## config.mk

```make
export PLATFORM = sky130hd
export DESIGN_NAME = mfreg_arbiter
export DESIGN_NICKNAME = d
export VERILOG_FILES = /design/src/rtl/mfreg_arbiter.sv
export SDC_FILE = /design/constraint.sdc
export NUM_CORES = 1
export LEC_CHECK = 0
export ABC_AREA = 1
export CAP_MARGIN = 10
export CORE_UTILIZATION = 39
export DETAILED_ROUTE_END_ITERATION = 7
export PLACE_DENSITY = 0.74
export SYNTH_ARGS = -nofsm -noshare
export SYNTH_HDL_FRONTEND = slang
export SYNTH_SLANG_ARGS = --single-unit
```

## constraint.sdc

```tcl
create_clock -name CLK -period 2.7 [get_ports CLK]
set_clock_uncertainty 0.2 [all_clocks]
set_input_delay 0.405 -clock CLK [delete_from_list [all_inputs] [get_ports CLK]]
set_output_delay 0.405 -clock CLK [all_outputs]
set_load 0.03 [all_outputs]
```

## src/rtl/mfreg_arbiter.sv

```systemverilog
// mfreg_arbiter
// ----------------------------------------------------------------------------
// Round-robin arbiter and sequencer that sits between four requesters and one
// N-bit multi-function register (shift right / increment / load). One
// requester is granted at a time. Its mode, data and repeat count are latched
// at grant time. The register is then driven with a train of single-cycle
// enable pulses, each followed by at least one low cycle. The requester is
// acknowledged when the train completes.
//
// Handshake (Req/Ack): Req[i] is a level that the requester holds until it
// sees Ack[i]. Req is sampled only while idle. Once a request is granted,
// later changes on Req, ModeIn, DataIn or CntIn have no effect on that
// transaction. Ack[i] is a one-cycle pulse that marks completion. A requester
// that keeps Req high after its Ack is served again, but it goes to the back
// of the round-robin order.
//
// Ports:
//   CLK       in   1    system clock, rising edge
//   RST       in   1    asynchronous, active-high reset
//   Req       in   4    request level per requester
//   ModeIn    in   8    mode per requester, [2i+1:2i]
//                       (01 shift, 10 inc, 11 load, 00 no-op)
//   DataIn    in   4N   load data per requester, [N*i+N-1:N*i]
//   CntIn     in   16   repeat count per requester, [4i+3:4i] (0 means 16)
//   RegEn     out  1    register ClockEn, one cycle high per operation
//   RegM      out  2    register mode
//   RegDin    out  N    register data in
//   Grant     out  4    one-hot requester being served, 0 when idle
//   Ack       out  4    one-hot, single-cycle completion pulse
//   Busy      out  1    high whenever not idle
//   dbg_state out  2    current FSM state, for observation only
// ----------------------------------------------------------------------------
module mfreg_arbiter #(
    parameter int N = 4
) (
    input  logic           CLK,
    input  logic           RST,
    input  logic [3:0]     Req,
    input  logic [7:0]     ModeIn,
    input  logic [4*N-1:0] DataIn,
    input  logic [15:0]    CntIn,
    output logic           RegEn,
    output logic [1:0]     RegM,
    output logic [N-1:0]   RegDin,
    output logic [3:0]     Grant,
    output logic [3:0]     Ack,
    output logic           Busy,
    output logic [1:0]     dbg_state
);

    localparam logic [1:0] IDLE  = 2'd0;
    localparam logic [1:0] ISSUE = 2'd1;
    localparam logic [1:0] GAP   = 2'd2;
    localparam logic [1:0] DONE  = 2'd3;

    logic [1:0]   state;
    logic [1:0]   last;       // most recently served requester
    logic [4:0]   remaining;  // operations still to issue, up to 16
    logic [3:0]   grant_q;

    logic         pick_valid;
    logic [1:0]   pick_idx;
    logic [1:0]   pick_mode;
    logic [N-1:0] pick_data;
    logic [3:0]   pick_cnt;

    // Scan last+1, last+2, last+3 and finally last itself. The requester
    // that was just served therefore has the lowest priority.
    always_comb begin
        pick_valid = 1'b0;
        pick_idx   = last;
        for (int k = 1; k <= 4; k++) begin
            if (!pick_valid && Req[last + 2'(k)]) begin
                pick_valid = 1'b1;
                pick_idx   = last + 2'(k);
            end
        end
        pick_mode = ModeIn[2*pick_idx +: 2];
        pick_data = DataIn[N*pick_idx +: N];
        pick_cnt  = CntIn[4*pick_idx +: 4];
    end

    always_ff @(posedge CLK or posedge RST) begin
        if (RST) begin
            state     <= IDLE;
            last      <= 2'd3;
            remaining <= 5'd0;
            grant_q   <= 4'b0000;
            RegM      <= 2'b00;
            RegDin    <= '0;
        end else begin
            case (state)
                IDLE: begin
                    if (pick_valid) begin
                        grant_q   <= 4'b0001 << pick_idx;
                        RegM      <= pick_mode;
                        RegDin    <= pick_data;
                        // A count field of 0 encodes the maximum train of 16.
                        remaining <= (pick_cnt == 4'd0) ? 5'd16 : {1'b0, pick_cnt};
                        state     <= (pick_mode == 2'b00) ? DONE : ISSUE;
                    end
                end
                ISSUE: begin
                    remaining <= remaining - 5'd1;
                    state     <= GAP;
                end
                GAP: begin
                    // The low cycle always comes after a pulse, so each
                    // operation gives the register a fresh rising enable.
                    state <= (remaining == 5'd0) ? DONE : ISSUE;
                end
                DONE: begin
                    for (int i = 0; i < 4; i++) begin
                        if (grant_q[i]) last <= 2'(i);
                    end
                    grant_q <= 4'b0000;
                    state   <= IDLE;
                end
                default: state <= IDLE;
            endcase
        end
    end

    // Moore decodes. An asynchronous reset clears state and grant_q, so all
    // of these drop at once, even in the middle of a train.
    assign RegEn     = (state == ISSUE);
    assign Busy      = (state != IDLE);
    assign Ack       = (state == DONE) ? grant_q : 4'b0000;
    assign Grant     = grant_q;
    assign dbg_state = state;

endmodule

```

==> summary.txt, run 1 <==
=======================================================================================
Setup violations, final ..................................................            0
Level count of the clock H-tree ..........................................            1
Proportion of power drawn by combinational gates .........................        72.3%
Number of placement rows .................................................           21
Vias in the first global route ...........................................         1597
Most instantiated flip-flop cell in the synthesis netlist ................ sky130_fd_sc_hd__dfrtp_1
DR WL/cell ...............................................................      11.4 um
Post-synth EDFFs .........................................................            0
Syn Inst Count ...........................................................          224
Placed cell area ......................................................... 0.00215 mm^2
Cell area after layout ................................................... 0.00219 mm^2
Dominant cell by count in the synthesized netlist ........................ sky130_fd_sc_hd__nand2_1
Detailed Routing Iterations Pass 1 .......................................            5
Top cells by area in the synthesized netlist ............................. sky130_fd_sc_hd__dfrtp_1 (29%), sky130_fd_sc_hd__nand2_1 (25%), sky130_fd_sc_hd__nor2_1 (4.9%)
Slew Limit Headroom ......................................................        53.6%
Post-CTS setup repair buffer count .......................................            0
Overflow left after global routing .......................................            0
Antenna Nets Post-Route ..................................................            0
Multi-input combinational cell area ......................................     872 um^2
Endpoint class of the critical path ...................................... primary output
Clock buffers created by TritonCTS .......................................            3
Hold Path Sink ........................................................... remaining[0]
Hold-fix buffers, CTS ....................................................            0
Clock latency of the later-clocked register in the worst-skew pair .......      0.26 ns
Estimated wirelength of the detail-placed design .........................      3170 um
Part of the Yosys area used for sequential elements ......................        32.7%
Setup crit start kind ....................................................         flop
Internal power consumption ...............................................      1.25 mW
Power per cell area ...................................................... 1220 mW/mm^2
Least-Margin Pin Slew ....................................................     0.695 ns
Number of gates resized after cts ........................................            0
Via density per instance .................................................         4.85
Sum of negative setup slack ..............................................         0 ns
Post-synthesis instance area ............................................. 0.00146 mm^2
CTS tree .................................................................        built
Sequential group share of total power ....................................        20.3%
Cell at the root of the clock tree ....................................... sky130_fd_sc_hd__clkbuf_8
Net total in the final layout ............................................          340
Clk network pwr share ....................................................         7.4%
Sw Pwr ...................................................................      1.43 mW
Number of violations reported at the end of detailed-routing iteration 0 .           67
Endpoint of the worst register-to-register path ..........................     Grant[3]
Worst Reg2Reg Path Length in Cells .......................................           10
Worst setup path class ................................................... flop to primary output
Tot GR Track Use .........................................................        21.7%
Unrepaired setup endpoints after global routing ..........................        false
Crit-path max FO .........................................................            6
Top cells by count, synth ................................................ sky130_fd_sc_hd__nand2_1 (96), sky130_fd_sc_hd__nor2_1 (19), sky130_fd_sc_hd__inv_1 (18), sky130_fd_sc_hd__dfrtp_1 (17), sky130_fd_sc_hd__o21ai_0 (13)
Ports ....................................................................           64
Total number of clock tree sinks .........................................           19
GPL Wtd Cong .............................................................        0.833
Post-layout min period ...................................................      2.39 ns
Final count of hold timing violations ....................................            0
Floorplan die height .....................................................      63.2 um
Hold Crit Depth ..........................................................            1
Mean post-synth cell area ................................................    6.52 um^2
Starting density of the core .............................................        42.1%
Floorplan die width ......................................................      63.2 um
Required time of the critical path .......................................      2.10 ns
Count of input and output buffers ........................................           63
Number of antenna violations at the first check in global routing ........            0
Switching portion of total power .........................................        53.3%
Area fraction of the dominant cell type after synthesis ..................        29.1%
Number of vias in the routed layout ......................................         1634
Worst-case vdd ir drop ...................................................     0.542 mV
Die area ................................................................. 0.00400 mm^2
Pin count of the biggest net entering global routing .....................           20
Count of final max-slew check failures ...................................            0
Number of antenna diodes .................................................            0
Async set or reset register ratio after synthesis ........................         100%
Hold wc startpoint ....................................................... remaining[0]
Global-route wire length before repair ...................................      6830 um
Fraction of final layout cells with drive strength greater than 1 ........        10.3%
Area of the placeable core ............................................... 0.00347 mm^2
Distinct cells, synth ....................................................           30
Register-to-register path setup slack ....................................      0.33 ns
Leakage power summed over all cells ......................................      1.03 nW
Max Clk Rate .............................................................      418 MHz
Post-Synthesis Net Count .................................................          272
Layout fillers ...........................................................          346
Worst min path class ..................................................... flop to flop
Hold_ws ..................................................................     0.274 ns
Largest area contributor in the netlist .................................. sky130_fd_sc_hd__dfrtp_1
Warnings from Yosys ......................................................            0
Yosys reg bits ...........................................................           19
Final period utilization .................................................        88.6%
Number of remaining DRC errors ...........................................            0
Arrival time reported for the critical path endpoint .....................      1.79 ns
Max-cap violations .......................................................            0
Status ................................................................... complete, no violations
Buffer levels on the longest clock path ..................................            2
Area occupied by registers ...............................................     478 um^2
Clock slew at the register clock pins of the worst setup and hold paths ..      0.07 ns
Final Routed Wirelength ..................................................      3850 um
Total power ..............................................................      2.68 mW
Worst r2r src ............................................................      last[0]
Layout area overhead .....................................................        50.2%
=======================================================================================
## power groups by stage
stage          combinational (mW)  sequential, mW  clock (mW)
2_1_floorplan                1.27           0.654           0
3_3_place_gp                 1.93           0.546           0
3_5_place_dp                 1.95           0.545           0
4_1_cts                      1.96           0.544       0.201
5_1_grt                      2.20           0.566       0.216
6_report                     1.94           0.545       0.199
## flip-flops by register name, indices dropped and copies added (netlist names)
signal and count:
RegDin 4, Grant 4, dbg_state 2, last 2, remaining 5, RegM 2
## layer usage
metal	GRT usage [%]	up-vias	part of all wire [%]
li1	-	853	-
met1	27.9	702	45
met2	33.7	71	44
met3	6.34	8	9.4
met4	8.81	0	1.5
met5	0	-	0
## layout make-up
type                       count  area share [%]
timing repair buffer          66            29.8
tap                           46            2.62
inverter                      21            4.05
clock buffer                   4            2.05
multi-input combinational    181            39.7
sequential                    19            21.8
## stage by stage
step,worst slack [ns],instances,util [%]
after global routing,0.00474,337,63.3
after floorplan,0.698,224,-
after global placement,0.245,333,62.0
after CTS,0.308,337,63.3
final,0.309,337,63.3
after detailed placement,0.146,333,62.0
## cell usage in the layout, fill, tap and decap left out, types with 2 or more instances in the layout
cell type,instances
sky130_fd_sc_hd__nand3_1,12
sky130_fd_sc_hd__clkdlybuf4s50_1,63
sky130_fd_sc_hd__buf_4,3
sky130_fd_sc_hd__o21ai_0,13
sky130_fd_sc_hd__inv_1,18
sky130_fd_sc_hd__dfrtp_1,17
sky130_fd_sc_hd__nand2_2,10
sky130_fd_sc_hd__a41oi_1,2
sky130_fd_sc_hd__clkbuf_8,3
sky130_fd_sc_hd__a22oi_1,3
sky130_fd_sc_hd__nand2_4,3
sky130_fd_sc_hd__o211ai_1,3
sky130_fd_sc_hd__nand2_1,96
sky130_fd_sc_hd__o21ai_1,2
sky130_fd_sc_hd__ha_1,2
sky130_fd_sc_hd__a21oi_1,5
sky130_fd_sc_hd__nor2_1,19
sky130_fd_sc_hd__nor2_4,3
sky130_fd_sc_hd__dfstp_2,2
## worst max path at each step
stage | from | endpoint | slack [ns]
after detailed placement | Req[0] | Grant[3] | 0.15
after global placement | Req[1] | remaining[1] | 0.24
final | dbg_state[0] | Ack[3] | 0.31
after floorplan | last[0] | remaining[1] | 0.70
after global routing | last[0] | Grant[2] | 0.005
after CTS | last[0] | Grant[3] | 0.31
## critical path: stages (launching register included)
cell	delay [ns]
sky130_fd_sc_hd__dfrtp_1	0.44
sky130_fd_sc_hd__nand2_1	0.21
sky130_fd_sc_hd__nor2_1	0.18
sky130_fd_sc_hd__clkdlybuf4s50_1	0.70
## kinds of logic after synthesis
| kind of cell | after synthesis | share of synthesized area, % |
|---|---|---|
| compound gates | 32 | 13.3 |
| xor+xnor | 1 | 0.599 |
| fa+ha+maj | 2 | 1.71 |
| buf+inv | 24 | 7.62 |
| flops | 19 | 32.7 |
| simple gates | 146 | 44.1 |
Power figures use the tool's default switching activity.
==> inputs of run 2 (changes only) <==
--- a/config.mk
+++ b/config.mk
@@ -9,6 +9,7 @@
 export CAP_MARGIN = 10
 export CORE_UTILIZATION = 39
 export DETAILED_ROUTE_END_ITERATION = 7
+export GPL_ROUTABILITY_DRIVEN = 0
 export PLACE_DENSITY = 0.74
 export SYNTH_ARGS = -nofsm -noshare
 export SYNTH_HDL_FRONTEND = slang
==> results of run 2 <==
No change in the layout: final DEF, timing and power equal those of run 1.
